--- src/rtl/delay_scheduler.sv ---
// rtl/delay_scheduler.sv - round-robin arbiter for N requesters sharing one delay timer.
// Optional WAIT timeout with err output: define DELAY_SCHED_TIMEOUT_EN.
module delay_scheduler #(
    parameter int N             = 4,
    parameter int COUNTER_WIDTH = 10
) (
    input  logic                       clk,
    input  logic                       rst,
    input  logic [N-1:0]               req,
    input  logic [N*COUNTER_WIDTH-1:0] req_len,
    output logic                       timer_start,
    output logic [COUNTER_WIDTH-1:0]   timer_max,
    input  logic                       timer_done,
    output logic [N-1:0]               grant,
    output logic [N-1:0]               ack,
`ifdef DELAY_SCHED_TIMEOUT_EN
    output logic                       err,
`endif
    output logic                       busy
);

    localparam int IW = (N > 1) ? $clog2(N) : 1;

    typedef enum logic [1:0] {
        ST_IDLE,
        ST_START,
        ST_WAIT,
        ST_ACK
    } state_t;

    state_t                   state_q, state_d;
    logic [IW-1:0]            last_q, last_d;
    logic [N-1:0]             grant_q, grant_d;
    logic [N-1:0]             ack_q, ack_d;
    logic                     start_q, start_d;
    logic                     busy_q, busy_d;
    logic [COUNTER_WIDTH-1:0] max_q, max_d;
    logic [COUNTER_WIDTH-1:0] lens [N];
    logic                     found;
    logic [IW-1:0]            pick;
    logic [IW-1:0]            cand;

`ifdef DELAY_SCHED_TIMEOUT_EN
    logic [COUNTER_WIDTH+3:0] cnt_q, cnt_d;
    logic [COUNTER_WIDTH+3:0] cnt_inc;
    logic [COUNTER_WIDTH+3:0] cnt_limit;
    logic                     err_q, err_d;
`endif

    for (genvar g = 0; g < N; g++) begin : g_len
        assign lens[g] = req_len[g*COUNTER_WIDTH +: COUNTER_WIDTH];
    end

    always_comb begin
        found   = 1'b0;
        pick    = '0;
        cand    = '0;
        state_d = state_q;
        last_d  = last_q;
        grant_d = grant_q;
        ack_d   = '0;
        max_d   = max_q;
`ifdef DELAY_SCHED_TIMEOUT_EN
        err_d     = 1'b0;
        cnt_inc   = cnt_q + 1'b1;
        cnt_limit = {4'b0000, max_q} + (COUNTER_WIDTH+4)'(8);
        cnt_d     = (state_q == ST_WAIT) ? cnt_inc : '0;
`endif

        // Search upward from the requester after the previous winner, wrapping once.
        for (int i = 1; i <= N; i++) begin
            cand = IW'((int'(last_q) + i) % N);
            if (!found && req[cand]) begin
                found = 1'b1;
                pick  = cand;
            end
        end

        case (state_q)
            ST_IDLE: begin
                if (found) begin
                    state_d       = ST_START;
                    grant_d       = '0;
                    grant_d[pick] = 1'b1;
                    last_d        = pick;
                    max_d         = lens[pick];
                end
            end
            ST_START: state_d = ST_WAIT;
            ST_WAIT: begin
                if (timer_done) begin
                    state_d = ST_ACK;
                    ack_d   = grant_q;
                end
`ifdef DELAY_SCHED_TIMEOUT_EN
                else if (cnt_inc == cnt_limit) begin
                    state_d = ST_ACK;
                    ack_d   = grant_q;
                    err_d   = 1'b1;
                end
`endif
            end
            ST_ACK: begin
                state_d = ST_IDLE;
                grant_d = '0;
            end
            default: state_d = ST_IDLE;
        endcase

        start_d = (state_d == ST_START);
        busy_d  = (state_d != ST_IDLE);
    end

    always_ff @(posedge clk) begin
        if (rst) begin
            state_q <= ST_IDLE;
            last_q  <= IW'(N - 1);
            grant_q <= '0;
            ack_q   <= '0;
            start_q <= 1'b0;
            busy_q  <= 1'b0;
            max_q   <= '0;
        end else begin
            state_q <= state_d;
            last_q  <= last_d;
            grant_q <= grant_d;
            ack_q   <= ack_d;
            start_q <= start_d;
            busy_q  <= busy_d;
            max_q   <= max_d;
        end
    end

`ifdef DELAY_SCHED_TIMEOUT_EN
    always_ff @(posedge clk) begin
        if (rst) begin
            cnt_q <= '0;
            err_q <= 1'b0;
        end else begin
            cnt_q <= cnt_d;
            err_q <= err_d;
        end
    end

    assign err = err_q;
`endif

    assign timer_start = start_q;
    assign timer_max   = max_q;
    assign grant       = grant_q;
    assign ack         = ack_q;
    assign busy        = busy_q;

endmodule

--- config.mk ---
export PLATFORM = sky130hd
export DESIGN_NAME = delay_scheduler
export DESIGN_NICKNAME = d
export VERILOG_FILES = /design/src/rtl/delay_scheduler.sv
export SDC_FILE = /design/constraint.sdc
export NUM_CORES = 1
export LEC_CHECK = 0
export CORE_AREA = 2 2 54 76
export CTS_BUF_LIST = sky130_fd_sc_hd__clkbuf_4 sky130_fd_sc_hd__clkbuf_8
export DETAILED_ROUTE_END_ITERATION = 12
export DIE_AREA = 0 0 56 78
export GPL_ROUTABILITY_DRIVEN = 0
export MAX_ROUTING_LAYER = met4
export PLACE_DENSITY = 0.76
export SLEW_MARGIN = 20
export SYNTH_ARGS = -nofsm -noshare
export SYNTH_HDL_FRONTEND = slang
export SYNTH_SLANG_ARGS = --single-unit
--- constraint.sdc ---
create_clock -name clk -period 1.8 [get_ports clk]
set_input_delay 0.36 -clock clk [delete_from_list [all_inputs] [get_ports clk]]
set_output_delay 0.36 -clock clk [all_outputs]
set_load 0.05 [all_outputs]
# After elaboration in Yosys (flattened, before gate mapping)
# Cells that the tools add are included.
[classes]
add_sub_neg = 4
eq_ne = 5
n_bitwise = 3
reduce_logical = 13
n_lt_le_gt_ge = 7
muxes = 26
[ops]
columns = ["cell", "count"]
rows = [
  ["binary-select mux 10 bit (select 2 bit)", 1],
  ["2-to-1 mux 10 bit", 2],
  ["less-than comparator 2 x 3 -> 1 bit, second input constant", 5],
  ["2-to-1 mux 2 bit", 6],
  ["2-to-1 mux 1 bit", 9],
  ["binary-select mux 1 bit (select 2 bit)", 4],
  ["case mux 2 bit (4 select lines)", 1],
  ["case mux 4 bit (2 select lines)", 1],
  ["adder 2 x 1 -> 2 bit, second input constant", 2],
  ["adder 2 bit, second input constant", 2],
  ["equality test 2 x 1 -> 1 bit, second input constant", 2],
  ["equality test 2 bit, second input constant", 2],
  ["logical AND 1 bit", 4],
  ["2-to-1 mux 4 bit", 1],
  ["AND reduction 2 bit", 2],
  ["nonzero test 2 bit", 2],
  [">= comparator 3 bit, second input constant", 1],
  ["logical NOT 1 bit", 3],
  ["inverter 2 -> 3 bit", 1],
  ["OR reduction 3 bit", 1],
  ["demux 1 bit (select 2 bit)", 1],
  [">= comparator 2 x 1 -> 1 bit, second input constant", 1],
  ["logical NOT 2 bit", 1],
  ["inequality test 2 bit, second input constant", 1],
  ["inverter 1 bit", 2],
]
[totals]
out_inout_bits = 20
in_bits = 47
reg_bits = 24

# Logic depth before layout (Yosys ltp)
# Gate-level depths: netlist of the first run.
[depth]
word_depth = 19
depth_mapped = 8

# Worst setup path before layout of the first run
# No wires, ideal clock.
[synth_timing]
path_type = "input-to-reg"
startpoint = "input port req[0]"
endpoint = "register max_q[8], in the netlist timer_max[8]"
setup_time_ps = 130
slack_ps = 287
required_time_ps = 1670
cell_stages = 7
t_arrival_ps = 1384
path_cell_list = "nand2b_1 > a21bo_1 > and3_4 > buf_6 > buf_6 > a211oi_2 > a211oi_2"
[synth_via]
elab_chain_len = 16
word_cells_on_any_way = 27
[synth_lines]
columns = ["element", "line", "source"]
rows = [
  ["start, declared", "9", "input logic [N-1:0] req,"],
  ["binary-select mux 1 bit (select 2 bit)", "73", "if (!found && req[cand]) begin"],
  ["2-to-1 mux 1 bit (not written as such)", "73", ""],
  ["2-to-1 mux 1 bit", "73", ""],
  ["logical NOT 1 bit", "73", ""],
  ["logical AND 1 bit", "73", ""],
  ["2-to-1 mux 1 bit", "73", ""],
  ["logical NOT 1 bit", "73", ""],
  ["logical AND 1 bit", "73", ""],
  ["2-to-1 mux 1 bit", "73", ""],
  ["logical NOT 1 bit", "73", ""],
  ["logical AND 1 bit", "73", ""],
  ["2-to-1 mux 2 bit", "73", ""],
  ["inverter 2 -> 3 bit (not written as such)", "86", "max_d = lens[pick];"],
  ["binary-select mux 10 bit (select 2 bit)", "86", ""],
  ["2-to-1 mux 10 bit (not written as such) (2 in series)", "86", ""],
  ["end signal, assigned", "130", "max_q <= max_d;"],
  ["end, declared", "37", "logic [COUNTER_WIDTH-1:0] max_q, max_d;"],
]
# Several ways; a longest one is shown, not always the timed one. The select of a mux whose other input is x is not followed.
# A chain may end at the register's enable or synchronous reset.

# Worst setup path after layout of the first run
[layout_timing]
startpoint = "register last_q[0]"
endpoint = "register max_q[3], in the netlist timer_max[3]"
[layout_via]
elab_chain_len = 17
word_cells_on_any_way = 31
[layout_lines]
columns = ["element", "line", "source"]
rows = [
  ["start, declared", "32", "logic [IW-1:0] last_q, last_d;"],
  ["start signal, assigned", "117", "last_q <= IW'(N - 1);"],
  ["start signal, assigned", "125", "last_q <= last_d;"],
  ["adder 2 x 1 -> 2 bit", "72", "cand = IW'((int'(last_q) + i) % N);"],
  ["binary-select mux 1 bit (select 2 bit)", "73", ""],
  ["2-to-1 mux 1 bit (not written as such)", "73", ""],
  ["2-to-1 mux 1 bit", "73", ""],
  ["logical NOT 1 bit", "73", ""],
  ["logical AND 1 bit", "73", ""],
  ["2-to-1 mux 1 bit", "73", ""],
  ["logical NOT 1 bit", "73", ""],
  ["logical AND 1 bit", "73", ""],
  ["2-to-1 mux 1 bit", "73", ""],
  ["logical NOT 1 bit", "73", ""],
  ["logical AND 1 bit", "73", ""],
  ["2-to-1 mux 2 bit", "73", ""],
  ["inverter 2 -> 3 bit (not written as such)", "86", ""],
  ["binary-select mux 10 bit (select 2 bit)", "86", ""],
  ["2-to-1 mux 10 bit (not written as such) (2 in series)", "86", ""],
]
# Several ways; a longest one is shown, not always the timed one. The select of a mux whose other input is x is not followed.

==> flow_metrics.env, run 1 <==
export IMPL_status="complete, no violations"
export IMPL_htreeDepth=1
export IMPL_synth_top_area_cell="dfxtp_1"
export IMPL_synth_xor_area_share_pct=0
export IMPL_path_class="reg -> reg"
export IMPL_track_usage_pct=18.3
export IMPL_r2r_end="timer_max[3]$_SDFFE_PP0P_"
export IMPL_ir_drop_uv=1300
export IMPL_clockRootBuffer="clkbuf_8"
export IMPL_wl_per_cell_um=13.8
export IMPL_numPortBuffers=66
export IMPL_setup_violations=0
export IMPL_worstPathMaxFanout=6
export IMPL_antenna_found_initial=0
export IMPL_finalHoldViolCount=0
export IMPL_syn_to_final_growth_pct=67.3
export IMPL_multi_input_area_um2=857
export IMPL_syn_avg_cell_area_um2=9.42
export IMPL_cts_buffer_depth=2
export IMPL_drv_slew=0
export IMPL_relSlewSlack_pct=78.8
export IMPL_power_frac_comb_pct=65.7
export IMPL_synth_area_leaders="dfxtp_1 34%, a211oi_2 18%, mux2i_1 7.0%"
export IMPL_ys_seq_area_share_pct=33.8
export IMPL_place_area_mm2=0.00223
export IMPL_synth_compound_area_share_pct=33.9
export IMPL_seq_area_um2=480
export IMPL_synthAdderAreaFrac_pct=3.52
export IMPL_r2r_slack_ps=210
export IMPL_cp_buffers_inverters=1
export IMPL_post_route_min_period_ps=1590
export IMPL_num_vias=1376
export IMPL_final_util_pct=65.3
export IMPL_startpoint_type="flop"
export IMPL_hp_start="grant[0]$_SDFFE_PP0P_"
export IMPL_p_sw_share_pct=44.0
export IMPL_synth_simple_area_share_pct=12.4
export IMPL_yosysTopAreaCellShare_pct=33.8
export IMPL_die_area_mm2=0.00437
export IMPL_die_x_um=56
export IMPL_rows=26
export IMPL_die_y_um=78
export IMPL_switchingPower_mw=1.70
export IMPL_p_leak_nw=1.06
export IMPL_ant_nets=0
export IMPL_synth_edff_count=0
export IMPL_syn_area_mm2=0.00142
export IMPL_cp_slowest_cell="dfxtp_1"
export IMPL_netlist_instances=151
export IMPL_clock_latency_ps=270
export IMPL_crit_reg2reg_launch="last_q[0]$_SDFFE_PP1P_"
export IMPL_critPathCaptureType="flop"
export IMPL_synth_cell_type_count=30
export IMPL_p_per_area_mw_per_mm2=1620
export IMPL_finalPower_mw=3.86
export IMPL_grt_start_max_net_pins=15
export IMPL_power_share_sequential_pct=22.0
export IMPL_hp_class="reg -> reg"
export IMPL_grt_pass1_vias=1379
export IMPL_clk_pin_slew_ps=90
export IMPL_dp_cells=270
export IMPL_critPathRequiredTime_ps=1960
export IMPL_path_cells="nand2b_1, a21bo_1, and3_4, buf_12, mux2i_1, a211oi_2"
export IMPL_period_share_pct=88.3
export IMPL_fmax_mhz=629
export IMPL_core_area_mm2=0.00364
export IMPL_synth_mux_area_share_pct=7.04
export IMPL_syn_nets=202
export IMPL_ys_ff_latch=24
export IMPL_min_to="grant[0]$_SDFFE_PP0P_"
export IMPL_final_area_mm2=0.00238
export IMPL_grt_overflow_total=0
export IMPL_numCtsBuffers=3
export IMPL_yosys_warnings=0
export IMPL_grt_pass1_wl_mm=6.25
export IMPL_drive_above_1_share_pct=34.6
export IMPL_fin_ws_ps=210
export IMPL_final_nets=286
export IMPL_max_stage_delay_ps=410
export IMPL_rsz0062_at_grt="false"
export IMPL_maxCapViolations=0
export IMPL_clockPowerShare_pct=12.3
export IMPL_io_pins=67
export IMPL_dp_hpwl_mm=2.97
export IMPL_first_pass_iters=4
export IMPL_async_flop_share_pct=0
export IMPL_cts_tree="yes"
export IMPL_routed_wl_mm=3.80
export IMPL_initial_utilization_pct=39.0
export IMPL_worstPathArrival_ps=1750
export IMPL_drtIter0Drc=10
export IMPL_fillers=293
export IMPL_clock_sinks=24
export IMPL_num_antenna_cells=0
export IMPL_hold_worst_slack_ps=478
export IMPL_setup_tns_ps=0
export IMPL_critPathTopFamily="simple AND/OR/NAND/NOR gates"
export IMPL_worst_pin_slew_ps=318
export IMPL_clock_skew_ps=1.53
export IMPL_rr_worst_depth=6
export IMPL_synth_main_ff_cell="dfxtp_1"
export IMPL_detail_route_vias_per_cell=4.99
export IMPL_synth_top_family_by_area="compound AO/OA/AOI/OAI gates"
export IMPL_preCtsSetupSlack_ps=-351
export IMPL_instances_no_fill=276
export IMPL_hold_depth=2
export IMPL_drc=0
export IMPL_internal_power_mw=2.17
[logic make-up (layout without fill, tap and decap cells)]
kind of cell             after synthesis  in the layout
AO/OA/AOI/OAI                         53             53
AND/OR/NAND/NOR                       33             33
buffers and inverters                 27            110
flip-flops                            24             24
multiplexers                          10             10
adder cells (fa/ha/maj)                4              4
[placed cells by master (no fill, tap or decap), types with 3 or more instances in the layout]
cell type        synthesis  routed
a211oi_2                20      20
a21oi_1                  3       3
a31oi_1                 10      10
and2_1                   5       4
buf_12                   0       4
buf_4                    0      39
clkbuf_8                 0       3
clkdlybuf4s50_1          0      42
dfxtp_1                 24      24
dlymetal6s2s_1           0       4
ha_1                     4       4
inv_1                   13      13
inv_2                    3       3
mux2i_1                 10       8
nand2_1                  3       3
nand2b_1                 5       4
nor2_1                  11      10
o21bai_1                10      10
[worst min-delay path: cells and delay by family, from the launching register on]
| kind | cells | cell delay [ps] |
|---|---|---|
| compound gates | 1 | 50 |
| flops | 1 | 330 |
| simple gates | 1 | 60 |
[sequential cells by signal, summed over array words and instances, names as in the netlist]
signal and flops:
timer_max 10, ack 4, grant 4, last_q 2, state_q 2, busy 1, timer_start 1
[area by class of cell]
| class | count | share of cell area (%) |
|---|---|---|
| Tap cell | 42 | 2.21 |
| Sequential cell | 24 | 20.2 |
| Clock buffer | 3 | 1.74 |
| Inverter | 16 | 2.52 |
| Multi-Input combinational cell | 100 | 36.0 |
| Clock inverter | 1 | 1.26 |
| Timing Repair Buffer | 90 | 36.1 |
[how the worst max path moves through the flow]
stage / from / to / slack, ps / cells after the start
finish: last_q[0]$_SDFFE_PP1P_ / timer_max[3]$_SDFFE_PP0P_ / 210 / 6
floorplan: req[0] / timer_max[8]$_SDFFE_PP0P_ / 290 / 7
global route: last_q[0]$_SDFFE_PP1P_ / timer_max[6]$_SDFFE_PP0P_ / 110 / 6
CTS: req[1] / grant[1]$_SDFFE_PP0P_ / 10 / 7
detailed placement: req[3] / grant[1]$_SDFFE_PP0P_ / -350 / 8
global placement: req[3] / grant[1]$_SDFFE_PP0P_ / -280 / 8
[power by group through the flow]
stage                     clock network, mW  registers, mW  logic (mW)
after global routing                  0.513          0.878        2.71
after detailed placement                  0          0.850        2.46
after CTS                             0.487          0.841        2.50
after floorplan                           0           1.30        1.15
after global placement                    0          0.845        2.43
final                                 0.477          0.850        2.54
[synth_stat cells, types with 4 or more instances]
cell / number
dfxtp_1: 24
a211oi_2: 20
inv_1: 13
nor2_1: 11
a31oi_1: 10
mux2i_1: 10
o21bai_1: 10
clkbuf_1: 6
and2_1: 5
nand2b_1: 5
buf_6: 4
ha_1: 4
[metal layers]
metal	up-vias	global-route usage [%]	share of wire [%]
met5	-	-	0
met4	0	5.95	1.9
met3	6	2.83	4.1
met2	37	33.3	52
met1	629	20.1	42
li1	704	-	-
[timing repair]
action                                  4_1_cts  5_1_grt
buffers inserted                              0        2
pin swaps                                     0        2
gates resized for setup                       3       13
endpoints found under the setup margin        3       16
cloned                                        0        0
hold buffers                                  0        0
Power figures use the tool's default switching activity.
==> inputs of run 2 (changes only) <==
--- a/config.mk
+++ b/config.mk
@@ -5,13 +5,14 @@
 export SDC_FILE = /design/constraint.sdc
 export NUM_CORES = 1
 export LEC_CHECK = 0
-export CORE_AREA = 2 2 54 76
+export ABC_AREA = 1
+export CORE_AREA = 2 2 57 80
 export CTS_BUF_LIST = sky130_fd_sc_hd__clkbuf_4 sky130_fd_sc_hd__clkbuf_8
 export DETAILED_ROUTE_END_ITERATION = 12
-export DIE_AREA = 0 0 56 78
+export DIE_AREA = 0 0 59 82
 export GPL_ROUTABILITY_DRIVEN = 0
 export MAX_ROUTING_LAYER = met4
-export PLACE_DENSITY = 0.76
+export PLACE_DENSITY = 0.73
 export SLEW_MARGIN = 20
 export SYNTH_ARGS = -nofsm -noshare
 export SYNTH_HDL_FRONTEND = slang
==> flow_metrics.env, run 2 <==
export IMPL_status="finished with violations"
export IMPL_violations="negative setup slack"
export IMPL_startpoint_type="flop"
export IMPL_detail_route_vias_per_cell=4.96
export IMPL_grt_pass1_vias=1754
export IMPL_yosysMostFrequentCell="nand2_1"
export IMPL_synthAdderAreaFrac_pct=3.17
export IMPL_layout_commonest_cell="nand2_1"
export IMPL_rows=28
export IMPL_power_share_sequential_pct=15.1
export IMPL_p_sw_share_pct=53.9
export IMPL_syn_to_final_growth_pct=66.1
export IMPL_synth_main_ff_cell="dfxtp_1"
export IMPL_rr_worst_depth=12
export IMPL_syn_avg_cell_area_um2=6.44
export IMPL_setup_violations=1
export IMPL_power_frac_comb_pct=78.3
export IMPL_clockRootBuffer="clkbuf_8"
export IMPL_cts_tree="yes"
export IMPL_rsz0062_at_grt="true"
export IMPL_drive_above_1_share_pct=29.5
export IMPL_dp_hpwl_mm=3.33
export IMPL_grt_pass1_wl_mm=7.45
export IMPL_numCtsBuffers=3
export IMPL_critPathRequiredTime_ps=2010
export IMPL_place_area_mm2=0.00231
export IMPL_core_area_mm2=0.00413
export IMPL_synth_edff_count=0
export IMPL_cts_buffer_depth=2
export IMPL_drv_slew=0
export IMPL_die_y_um=82
export IMPL_period_share_pct=100
export IMPL_setup_tns_ps=-2.99
export IMPL_synth_compound_area_share_pct=7.30
export IMPL_synth_top_area_cell="dfxtp_1"
export IMPL_post_route_min_period_ps=1800
export IMPL_most_common_layout_cells="62 x nand2_1, 45 x clkdlybuf4s50_1, 35 x nand3_1"
export IMPL_syn_nets=296
export IMPL_ir_drop_uv=1110
export IMPL_clockPowerShare_pct=6.5
export IMPL_ys_seq_area_share_pct=30.5
export IMPL_path_class="reg -> reg"
export IMPL_clock_skew_ps=0.634
export IMPL_hp_class="reg -> reg"
export IMPL_worstPathArrival_ps=2010
export IMPL_routed_wl_mm=4.71
export IMPL_grt_overflow_total=0
export IMPL_final_area_mm2=0.00262
export IMPL_synth_simple_area_share_pct=49.5
export IMPL_io_pins=67
export IMPL_num_antenna_cells=0
export IMPL_worst_pin_slew_ps=488
export IMPL_fin_ws_ps=-2.99
export IMPL_antenna_found_initial=0
export IMPL_final_nets=384
export IMPL_ant_nets=0
export IMPL_track_usage_pct=20.1
export IMPL_syn_area_mm2=0.00158
export IMPL_switchingPower_mw=3.06
export IMPL_clock_latency_ps=270
export IMPL_initial_utilization_pct=38.2
export IMPL_numPortBuffers=66
export IMPL_netlist_instances=245
export IMPL_internal_power_mw=2.62
export IMPL_drtIter0Drc=83
export IMPL_dp_cells=362
export IMPL_yosys_warnings=0
export IMPL_grt_start_max_net_pins=22
export IMPL_final_util_pct=63.4
export IMPL_p_leak_nw=1.25
export IMPL_relSlewSlack_pct=67.4
export IMPL_clock_sinks=24
export IMPL_synth_commonest_cells="78 x nand2_1, 37 x nand3_1, 29 x nor2_1, 24 x dfxtp_1, 18 x inv_1"
export IMPL_fillers=387
export IMPL_htreeDepth=1
export IMPL_async_flop_share_pct=0
export IMPL_clk_pin_slew_ps=80
export IMPL_synth_xor_area_share_pct=0
export IMPL_num_vias=1870
export IMPL_preCtsSetupSlack_ps=-398
export IMPL_drc=0
export IMPL_die_area_mm2=0.00484
export IMPL_wl_per_cell_um=12.5
export IMPL_instances_no_fill=377
export IMPL_critPathCaptureType="flop"
export IMPL_synth_cell_type_count=25
export IMPL_largest_reg_flops=10
export IMPL_synth_top_family_by_area="simple AND/OR/NAND/NOR gates"
export IMPL_finalHoldViolCount=0
export IMPL_hold_depth=2
export IMPL_fmax_mhz=555
export IMPL_synth_mux_area_share_pct=0
export IMPL_yosysTopAreaCellShare_pct=30.5
export IMPL_p_per_area_mw_per_mm2=2170
export IMPL_ys_ff_latch=24
export IMPL_synth_area_leaders="dfxtp_1 30%, nand2_1 19%, nand3_1 12%"
export IMPL_first_pass_iters=4
export IMPL_die_x_um=59
export IMPL_maxCapViolations=0
export IMPL_worstPathMaxFanout=11
export IMPL_cts_hold_buffers=0
## run 2: cell types whose count changed in the layout (fill, tap and decap cells not counted), moves of 11 or more
cell,change
nand2_4,+11
a211oi_2,-20
o21ai_0,+11
nand3_1,+34
nor2_1,+16
nand2_2,+16
nand2_1,+59
## run 2: cell families (layout without fill, tap and decap cells)
group / count (synthesis) / in the layout
fa+ha+maj: 4 / 4
flops: 24 / 24
buf+inv: 31 / 116
simple gates: 165 / 167
compound gates: 21 / 21
## run 2: worst max-delay path: stages (launching register included)
cell and delay (ps):
dfxtp_4 390, buf_6 140, nand2_4 70, nand2_4 60, nand2_4 70, nand2_4 60, nor2_8 140, nand4_1 170
nand2_2 200, inv_8 70, a21oi_4 150, nand2_1 90, a21oi_2 110
## run 2: per-layer routing
layer,global-route usage (%),part of all wire [%],up-vias,routed length [µm]
li1,-,-,952,-
met1,23.8,42,857,1960
met2,35.2,53,54,2480
met3,2.05,4.4,7,208
met4,6.14,1.3,0,59
met5,-,0,-,0
## run 2: timing repair
action | in CTS | in global routing
buffers inserted | 2 | 5
gates cloned | 3 | 2
gates resized for setup | 25 | 35
endpoints found under the setup margin | 15 | 16
pin swaps | 12 | 26
## run 2: power by group through the flow
stage	Clock (mW)	Sequential, mW	Combinational, mW
after detailed placement	0	0.835	3.69
after global routing	0.402	0.881	4.90
after global placement	0	0.836	3.64
final	0.371	0.860	4.45
after CTS	0.378	0.853	4.02
after floorplan	0	1.27	2.33
## run 2: final timing paths
path | start | to | slack, ps
max reg2reg | last_q[0]$_SDFFE_PP1P_ | grant[1]$_SDFFE_PP0P_ | -3
max | last_q[0]$_SDFFE_PP1P_ | grant[1]$_SDFFE_PP0P_ | -3
min | grant[0]$_SDFFE_PP0P_ | ack[0]$_SDFF_PP0_ | 440
min reg2reg | grant[0]$_SDFFE_PP0P_ | ack[0]$_SDFF_PP0_ | 440
## run 2: through the flow
step	hold slack, ps	power [mW]
2_1_floorplan	508	3.60
3_3_place_gp	433	4.47
3_5_place_dp	434	4.52
4_1_cts	448	5.25
5_1_grt	471	6.18
6_report	444	5.68
## run 2: cell type report
cell class              count  area (µm²)  area share [%]
multi-input cells         192        1120            42.7
inverters                  23         104            3.96
repair buffers             88         791            30.2
repair inverters            1        8.76           0.334
flip-flops and latches     24         488            18.6
clock buffers               4        55.1            2.10
well taps                  45        56.3            2.15
